--- src/rtl/uart_loopback.sv ---
// UART 8O1 echo: RX deserializer -> byte FIFO -> TX serializer sharing one baud divider.
// Only frames with correct odd parity and a valid stop bit are echoed.
module uart_loopback #(
  parameter int unsigned CLK_FREQ   = 50_000_000,
  parameter int unsigned BAUD       = 9600,
  parameter int unsigned BAUD_DIV   = CLK_FREQ / BAUD,
  parameter int unsigned FIFO_DEPTH = 4
) (
  input  logic clk_50m_i,
  input  logic rst_n_i,
  input  logic uart_rxd_i,
  output logic uart_txd_o
);

  localparam int unsigned CNT_W = $clog2(BAUD_DIV);
  localparam int unsigned PTR_W = $clog2(FIFO_DEPTH);
  localparam logic [CNT_W-1:0] DIV_LAST  = CNT_W'(BAUD_DIV - 1);
  localparam logic [CNT_W-1:0] HALF_LAST = CNT_W'(BAUD_DIV / 2 - 1);
  localparam logic [PTR_W:0]   FIFO_FULL = (PTR_W + 1)'(FIFO_DEPTH);

  typedef enum logic [2:0] {RX_IDLE, RX_START, RX_DATA, RX_PARITY, RX_STOP} rx_state_t;
  typedef enum logic [2:0] {TX_IDLE, TX_START, TX_DATA, TX_PARITY, TX_STOP} tx_state_t;

  // Input synchronizer plus one extra stage for falling-edge detection
  logic rx_s1, rx_s2, rx_prev;

  always_ff @(posedge clk_50m_i or negedge rst_n_i) begin
    if (!rst_n_i) begin
      rx_s1   <= 1'b1;
      rx_s2   <= 1'b1;
      rx_prev <= 1'b1;
    end else begin
      rx_s1   <= uart_rxd_i;
      rx_s2   <= rx_s1;
      rx_prev <= rx_s2;
    end
  end

  // ---------------- RX ----------------
  rx_state_t        rx_state, rx_state_nx;
  logic [CNT_W-1:0] rx_cnt, rx_cnt_nx;
  logic [2:0]       rx_bits, rx_bits_nx;
  logic [7:0]       rx_shift, rx_shift_nx;
  logic             rx_par_ok, rx_par_ok_nx;
  logic             rx_push;

  always_ff @(posedge clk_50m_i or negedge rst_n_i) begin
    if (!rst_n_i) begin
      rx_state  <= RX_IDLE;
      rx_cnt    <= '0;
      rx_bits   <= '0;
      rx_shift  <= '0;
      rx_par_ok <= 1'b0;
    end else begin
      rx_state  <= rx_state_nx;
      rx_cnt    <= rx_cnt_nx;
      rx_bits   <= rx_bits_nx;
      rx_shift  <= rx_shift_nx;
      rx_par_ok <= rx_par_ok_nx;
    end
  end

  always_comb begin
    rx_state_nx  = rx_state;
    rx_cnt_nx    = rx_cnt + 1'b1;
    rx_bits_nx   = rx_bits;
    rx_shift_nx  = rx_shift;
    rx_par_ok_nx = rx_par_ok;
    rx_push      = 1'b0;
    case (rx_state)
      RX_IDLE: begin
        rx_cnt_nx = '0;
        if (rx_prev && !rx_s2) begin
          rx_state_nx = RX_START;
          rx_bits_nx  = '0;
        end
      end
      RX_START: begin
        if (rx_cnt == HALF_LAST) begin
          rx_cnt_nx   = '0;
          rx_state_nx = rx_s2 ? RX_IDLE : RX_DATA;
        end
      end
      RX_DATA: begin
        if (rx_cnt == DIV_LAST) begin
          rx_cnt_nx   = '0;
          rx_shift_nx = {rx_s2, rx_shift[7:1]};
          if (rx_bits == 3'd7) rx_state_nx = RX_PARITY;
          else                 rx_bits_nx  = rx_bits + 1'b1;
        end
      end
      RX_PARITY: begin
        if (rx_cnt == DIV_LAST) begin
          rx_cnt_nx    = '0;
          rx_par_ok_nx = ^rx_shift ^ rx_s2;
          rx_state_nx  = RX_STOP;
        end
      end
      RX_STOP: begin
        // Leave mid-stop-bit so an immediately following start edge is seen
        if (rx_cnt == DIV_LAST) begin
          rx_cnt_nx   = '0;
          rx_push     = rx_s2 && rx_par_ok;
          rx_state_nx = RX_IDLE;
        end
      end
      default: begin
        rx_state_nx = RX_IDLE;
        rx_cnt_nx   = '0;
      end
    endcase
  end

  // ---------------- FIFO ----------------
  logic [7:0]       fifo_mem [FIFO_DEPTH];
  logic [PTR_W-1:0] wr_ptr, rd_ptr;
  logic [PTR_W:0]   fifo_count;
  logic             fifo_empty, fifo_full, fifo_push, fifo_pop, tx_pop;

  assign fifo_empty = (fifo_count == '0);
  assign fifo_full  = (fifo_count == FIFO_FULL);
  assign fifo_push  = rx_push && !fifo_full;
  assign fifo_pop   = tx_pop && !fifo_empty;

  always_ff @(posedge clk_50m_i) begin
    if (fifo_push) fifo_mem[wr_ptr] <= rx_shift;
  end

  always_ff @(posedge clk_50m_i or negedge rst_n_i) begin
    if (!rst_n_i) begin
      wr_ptr     <= '0;
      rd_ptr     <= '0;
      fifo_count <= '0;
    end else begin
      if (fifo_push) wr_ptr <= wr_ptr + 1'b1;
      if (fifo_pop)  rd_ptr <= rd_ptr + 1'b1;
      case ({fifo_push, fifo_pop})
        2'b10:   fifo_count <= fifo_count + 1'b1;
        2'b01:   fifo_count <= fifo_count - 1'b1;
        default: fifo_count <= fifo_count;
      endcase
    end
  end

  // ---------------- TX ----------------
  tx_state_t        tx_state, tx_state_nx;
  logic [CNT_W-1:0] tx_cnt, tx_cnt_nx;
  logic [2:0]       tx_bit, tx_bit_nx;
  logic [7:0]       tx_data, tx_data_nx;
  logic             txd_nx;

  always_ff @(posedge clk_50m_i or negedge rst_n_i) begin
    if (!rst_n_i) begin
      tx_state   <= TX_IDLE;
      tx_cnt     <= '0;
      tx_bit     <= '0;
      tx_data    <= '0;
      uart_txd_o <= 1'b1;
    end else begin
      tx_state   <= tx_state_nx;
      tx_cnt     <= tx_cnt_nx;
      tx_bit     <= tx_bit_nx;
      tx_data    <= tx_data_nx;
      uart_txd_o <= txd_nx;
    end
  end

  always_comb begin
    tx_state_nx = tx_state;
    tx_cnt_nx   = tx_cnt + 1'b1;
    tx_bit_nx   = tx_bit;
    tx_data_nx  = tx_data;
    tx_pop      = 1'b0;
    case (tx_state)
      TX_IDLE: begin
        tx_cnt_nx = '0;
        if (!fifo_empty) begin
          tx_pop      = 1'b1;
          tx_data_nx  = fifo_mem[rd_ptr];
          tx_state_nx = TX_START;
        end
      end
      TX_START: begin
        if (tx_cnt == DIV_LAST) begin
          tx_cnt_nx   = '0;
          tx_bit_nx   = '0;
          tx_state_nx = TX_DATA;
        end
      end
      TX_DATA: begin
        if (tx_cnt == DIV_LAST) begin
          tx_cnt_nx = '0;
          if (tx_bit == 3'd7) tx_state_nx = TX_PARITY;
          else                tx_bit_nx   = tx_bit + 1'b1;
        end
      end
      TX_PARITY: begin
        if (tx_cnt == DIV_LAST) begin
          tx_cnt_nx   = '0;
          tx_state_nx = TX_STOP;
        end
      end
      TX_STOP: begin
        if (tx_cnt == DIV_LAST) begin
          tx_cnt_nx = '0;
          if (!fifo_empty) begin
            tx_pop      = 1'b1;
            tx_data_nx  = fifo_mem[rd_ptr];
            tx_state_nx = TX_START;
          end else begin
            tx_state_nx = TX_IDLE;
          end
        end
      end
      default: begin
        tx_state_nx = TX_IDLE;
        tx_cnt_nx   = '0;
      end
    endcase
  end

  // Line level is decoded from the next state so the output flop changes with the state
  always_comb begin
    case (tx_state_nx)
      TX_START:  txd_nx = 1'b0;
      TX_DATA:   txd_nx = tx_data_nx[tx_bit_nx];
      TX_PARITY: txd_nx = ~^tx_data_nx;
      default:   txd_nx = 1'b1;
    endcase
  end

endmodule

--- config.mk ---
export PLATFORM = sky130hd
export DESIGN_NAME = uart_loopback
export DESIGN_NICKNAME = d
export VERILOG_FILES = /design/src/rtl/uart_loopback.sv
export SDC_FILE = /design/constraint.sdc
export NUM_CORES = 1
export LEC_CHECK = 0
export BUFFER_PORTS_ARGS = -buffer_cell sky130_fd_sc_hd__buf_2
export CORE_UTILIZATION = 50
export DETAILED_ROUTE_END_ITERATION = 7
export GPL_ROUTABILITY_DRIVEN = 0
export PLACE_DENSITY_LB_ADDON = 0.2
export SYNTH_ARGS = -nofsm -noshare
export SYNTH_HDL_FRONTEND = slang
export SYNTH_SLANG_ARGS = --single-unit
--- constraint.sdc ---
create_clock -name clk_50m_i -period 8 [get_ports clk_50m_i]
set_input_delay 0.4 -clock clk_50m_i [delete_from_list [all_inputs] [get_ports clk_50m_i]]
set_output_delay 0.4 -clock clk_50m_i [all_outputs]
set_load 0.005 [all_outputs]
---- Yosys cells after proc, flatten, opt, wreduce, memory -nomap -nowiden ----
Memories as Yosys holds them, arrays and structs flattened.
Index checks and enable logic that the tools add are counted.
storage, ports and cells
  register bits after elaboration ......... 66
  bits in latches ......................... 0
  RAM bits ................................ 32
  bits in read-only memories .............. 0
  bits of input ports ..................... 3
  output and inout bits ................... 1
  word-level logic and storage cells ...... 116
  memories kept ........................... 1
memories
  memory    words  width  read ports  clocked after memory_dff  write ports  RTL line  RTL
  fifo_mem  4      8      1           0                         1            115       logic [7:0] fifo_mem [FIFO_DEPTH];
cells by class
  $add $sub $neg .......................... 8
  multipliers ............................. 0
  div/mod/pow operators ................... 0
  magnitude comparators ................... 1
  equality and inequality tests ........... 26
  shifts and indexed selects .............. 0
  muxes and demuxes ....................... 43
  bitwise gates (word level) .............. 1
  reduce and logical (&&, ||, !) cells .... 20
operator list
  kind                     count
  $mux W3                  18
  $mux W13                 4
  $pmux W3 S5              2
  $add A13 B1 Y13 const B  2
  $eq A13 B13 Y1 const B   2
  $pmux W13 S2             1
  $eq A3 B2 Y1 const B     6
  $pmux W3 S2              3
  $mux W8                  2
  $pmux W8 S2              1
  $eq A3 B3 Y1 const B     5
  $ne A2 B2 Y1 const B     7
  $eq A13 B12 Y1 const B   1
  $add A3 B1 Y3 const B    3
  $eq A3 B1 Y1 const B     3
  $logic_not A3 Y1         3
  $mux W1                  8
  $reduce_xnor A8 Y1       1
  $reduce_xor A8 Y1        1
  $reduce_and A6 Y1        1
  $add A2 B1 Y2 const B    2
  $logic_and A1 B1 Y1      4
  $lt A3 B4 Y1 const B     1
  $reduce_and A2 Y1        2
  13 further kinds         16

---- Logic depth before layout (Yosys ltp) ----
  depth after elaboration ................. 7
  gate-level depth with buffers ........... 13
  depth with buffers taken out ............ 12

---- Least setup slack after synthesis ----
Ideal clock, no wire load.
  kind .................................... reg-to-reg
  from .................................... reg rx_cnt[0]
  to ...................................... reg fifo_count[2]
  library setup time ...................... 0.125 ns
  arrival ................................. 2.560 ns
  required time ........................... 7.875 ns
  setup slack ............................. 5.314 ns
  stages on the path, launching flop included .. 14
  clock period less this slack ............ 2.686 ns
  cell sequence ........................... dfrtp_1 -> ha_1 -> nor3b_1 -> nand4_1 -> nor4_1 -> and4_1 -> clkbuf_1 -> inv_1 -> ha_1 -> inv_1 -> fa_1 -> xor2_1 -> nor2_1 -> xor2_1
on the way
  cells in the longest elaborated chain, start to end .. 6
  elaborated cells between the ends (all ways) .. 8
ends and longest elaborated chain
  element                                            RTL line  RTL
  from (decl)                                        41        logic [CNT_W-1:0] rx_cnt, rx_cnt_nx;
  from (signal assigned)                             56        rx_cnt <= rx_cnt_nx;
  $eq A13 B13 Y1 *                                   101       if (rx_cnt == DIV_LAST) begin
  $mux W1 *                                          101
  $mux W1 *                                          70        case (rx_state)
  $logic_and A1 B1 Y1 *                              122       assign fifo_push = rx_push && !fifo_full;
  $eq A2 B1 Y1 or $eq A2 B2 Y1 (tied branches)       137       case ({fifo_push, fifo_pop})
  $pmux W3 S2 or $reduce_bool A2 Y1 (tied branches)  -
  to (signal assigned)                               138       2'b10: fifo_count <= fifo_count + 1'b1;
  to (signal assigned)                               139       2'b01: fifo_count <= fifo_count - 1'b1;
  to (signal assigned)                               140       default: fifo_count <= fifo_count;
  to (decl)                                          117       logic [PTR_W:0] fifo_count;
Mark *: on every way between the ends. The rest lies on a longest branch, timed or not.
A chain may end at the register's enable or synchronous reset.

---- Worst setup path in the final report ----
Ends and elaborated chain as after synthesis.

==> summary.md <==
| Metric | Value |
|---|---|
| Placed cells | 468 |
| Top cell type's share of synthesized area | 34.0% |
| Most common cell in the netlist | dfrtp_1 |
| Worst path arrival time | approximately 3.3 ns |
| FF/Latch Area | 0.00262 mm^2 |
| Synth Instances | 366 |
| Fill count | roughly 750 |
| Pleak | 1.93 nW |
| RSZ-0062 raised after global routing | false |
| Largest family of logic cells by synthesized area | simple AND/OR/NAND/NOR gates |
| Largest net degree at the start of global routing | 67 |
| Setup Skew | 0.0130 ns |
| Highest Signal Layer | met4 |
| Layout cells sized above 1 | about 16% |
| Slew @ Worst Pin | 0.823 ns |
| Vias in the first global route | 2688 |
| Post-Syn Area per Cell | 12.5 um^2 |
| Cell-internal power | 0.670 mW |
| Fin. Hold Viols | 0 |
| Via density per instance | 5.31 |
| Ports | 4 |
| Post-synth EDFFs | 32 |
| Yosys warnings | 0 |
| Kind of end point of the critical path | register |
| Hold slack | roughly 0.12 ns |
| Period utilisation layout | between 30% and 40% |
| Startpoint Class | register |
| Fmax | 331 MHz |
| Seq pwr share | 59.6% |
| Post-Synth Adder-Cell Area | under 10% |
| Minimum clock period after layout | 3.02 ns |
| Switching power | 0.243 mW |
| Detailed Place HPWL | 4880 um |
| First-pass GRT wire length | 12700 um |
| CTS Buffer Depth | 2 |
| Portion of netlist area occupied by mux cells | 9.70% |
| Total track usage | between 10% and 20% |
| Required time worst endpoint | 8.26 ns |
| Worst R2R Setup Slack | 4.98 ns |
| Metal-1 WL | approximately 3500 um |
| Initial antenna violation count | 0 |
| Max IR drop VDD | ~0.078 mV |
| Leading area contributor after synthesis | dfrtp_1 |
| Met2 routed WL | 3350 um |
| Post-cts hold buffer count | 0 |
| Starting Density | between 50% and 60% |
| Hold path startpoint | uart_rxd_i |
| Die Wd | 97.6 um |
| Overall Power | roughly 0.91 mW |
| Largest cells by area after synthesis | dfrtp_1 (34%), edfxtp_1 (21%), xnor2_1 (5.2%) |
| DR vias | 2569 |
| Pins over their slew limit | 0 |
| Finish-stage setup viols | 0 |
| Worst-path maximum fanout | 8 |
| Crit path launch | rx_cnt[0] |
| Sw Ratio | 26.7% |
| # diodes | 0 |
| Hold Path Class | in -> reg |
| Combinational group share of total power | 6.1% |
| Clock share of power | 34.3% |
| Core Region | 0.00876 mm^2 |
| Final nets | 385 |
| Die area | 0.00952 mm^2 |
| Metal3 WL | 140 um |
| Most frequent cells after synthesis | dfrtp_1 (62), nor2_1 (46), edfxtp_1 (32) |
| Xor and xnor area share after synthesis | 9.21% |
| Post-Synth Simple-Gate Area | 13.6% |
| Max cap viols | 0 |
| Area Overhead vs Synth | 6.66% |
| Drt wl/cell | roughly 15 um |
| Power Density | 187 mW/mm^2 |
| Later-pin clock latency in the skew report | 0.38 ns |
| CP Class | reg -> reg |
| Status | complete, no violations |
| Final ANT Viol Nets | 0 |
| DRT iter0 DRCs | 109 |
| Grt ovf | 0 |
| Setup TNS | 0 ns |
| DRT Wirelength | between 7000 and 8000 um |
| Synth Cell Area | around 0.0046 mm^2 |
| Row count | 34 |
| Compound-Gate Fraction of Synth Area | 4.85% |
| Ys async rst share | 67.3% |
| Seq/Total Area, Yosys | 57.3% |
| Area of the multi-input gates | approximately 0.0018 mm^2 |
| CTS H-tree lvls | 3 |
| Syn nets | 380 |
| Clock Pin Slew Worst Setup and Hold Paths | 0.10 ns |
| TritonCTS buffer count | 9 |
| Port buffer count | 3 |
| CTS tree | done |
| TritonRoute pass-1 iters | 4 |
| Non-filler cells, final | 484 |
| Yosys cell types | 52 |
| Clock Sinks | 98 |
| Root Driver | clkbuf_8 |
| Remaining DRCs | 0 |
| Post-CTS Setup Bufs | 0 |
| Post-cts sizing count | 0 |
| #FFs+latches synth | 98 |
| Die height | 97.6 um |
| Ys flop type | dfrtp_1 |
| Slew headroom | a little under half |
| Reg2Reg Launch Point | rx_cnt[0] |
[power groups by stage]
| stage | Sequential, mW | Clock (mW) | Combinational, mW |
|---|---|---|---|
| after global routing | 0.547 | 0.345 | 0.0639 |
| after floorplan | 0.550 | 0 | 0.0413 |
| final | 0.544 | 0.313 | 0.0554 |
| after detailed placement | 0.555 | 0 | 0.0563 |
| after CTS | 0.544 | 0.322 | 0.0572 |
| after global placement | 0.553 | 0 | 0.0554 |
[worst paths after layout]
| check | depth (start not counted) | endpoint |
|---|---|---|
| worst max-delay path | 12 | fifo_count[2] |
| worst min-delay path | 1 | rx_s1 |
| worst max register to register | 12 | fifo_count[2] |
| worst min register to register | 0 | rx_s2 |
| max in group asynchronous | 2 | wr_ptr[1] |
| min in group asynchronous | 2 | tx_cnt[12] |
[final cells by class]
class / count / area share [%]
Clock buffer: 9 / 2.54
Clock inverter: 7 / 1.44
Inverter: 14 / 1.08
Multi-Input combinational cell: 244 / 38.0
Sequential cell: 98 / 53.7
Tap cell: 108 / 2.77
Timing Repair Buffer: 4 / 0.462
[metrics by stage]
step           util (%)  cell area (um^2)  setup slack, ns
2_1_floorplan         -              4570             5.31
3_3_place_gp       53.4              4680             5.20
3_5_place_dp       53.4              4680             5.01
4_1_cts            55.6              4870             4.99
5_1_grt            55.6              4870             4.63
6_report           55.6              4870             4.98
[layout by cell type, fill, tap and decap left out, types with 2 or more instances in the layout]
cell type	n
clkbuf_8	9
ha_1	10
nor2_1	46
nand2_1	21
and2_1	7
xnor2_1	27
nand3_1	19
dfrtp_1	62
a22o_1	2
mux2i_1	6
inv_8	2
mux4_2	8
nor3b_1	4
nor2b_1	4
mux2_2	18
buf_2	3
edfxtp_1	32
nor3_1	2
dfstp_2	4
o21ai_0	8
xor2_1	21
inv_6	2
o31ai_1	3
a21oi_1	9
and3_1	2
inv_1	14
[logic make-up (layout without fill, tap and decap cells)]
logic type | Yosys count | count (layout)
DFF | 98 | 98
and+or+nand+nor | 120 | 120
adders and majority gates | 11 | 11
xor gates and xnor gates | 48 | 48
AOI/OAI and AO/OA | 33 | 33
muxes | 32 | 32
buffers and inverters | 24 | 34
[flip-flops by register name, indices dropped and copies added (netlist names)]
register and flops:
fifo_mem 32, rx_cnt 13, tx_cnt 13, rx_shift 8, tx_data 8, fifo_count 3, rx_bits 3, rx_state 3
tx_bit 3, tx_state 3, rd_ptr 2, wr_ptr 2, rx_par_ok 1, rx_prev 1, rx_s1 1, rx_s2 1
uart_txd_o 1
[per-layer routing]
metal,up-vias,global-route usage (%)
met4,0,6.11
met5,-,0
met2,14,27.5
met3,11,3.67
li1,1285,-
met1,1259,22.6
[worst max-delay path, stage by stage, from the launching register on]
cell	delay, ns
dfrtp_1	0.40
ha_1	0.27
nor3b_1	0.26
nand4_1	0.12
nor4_1	0.56
and4_1	0.43
inv_1	0.07
ha_1	0.22
inv_1	0.07
fa_1	0.17
xor2_1	0.14
nor2_1	0.06
xor2_1	0.14
Note: power is estimated with default switching activity, not from simulation.
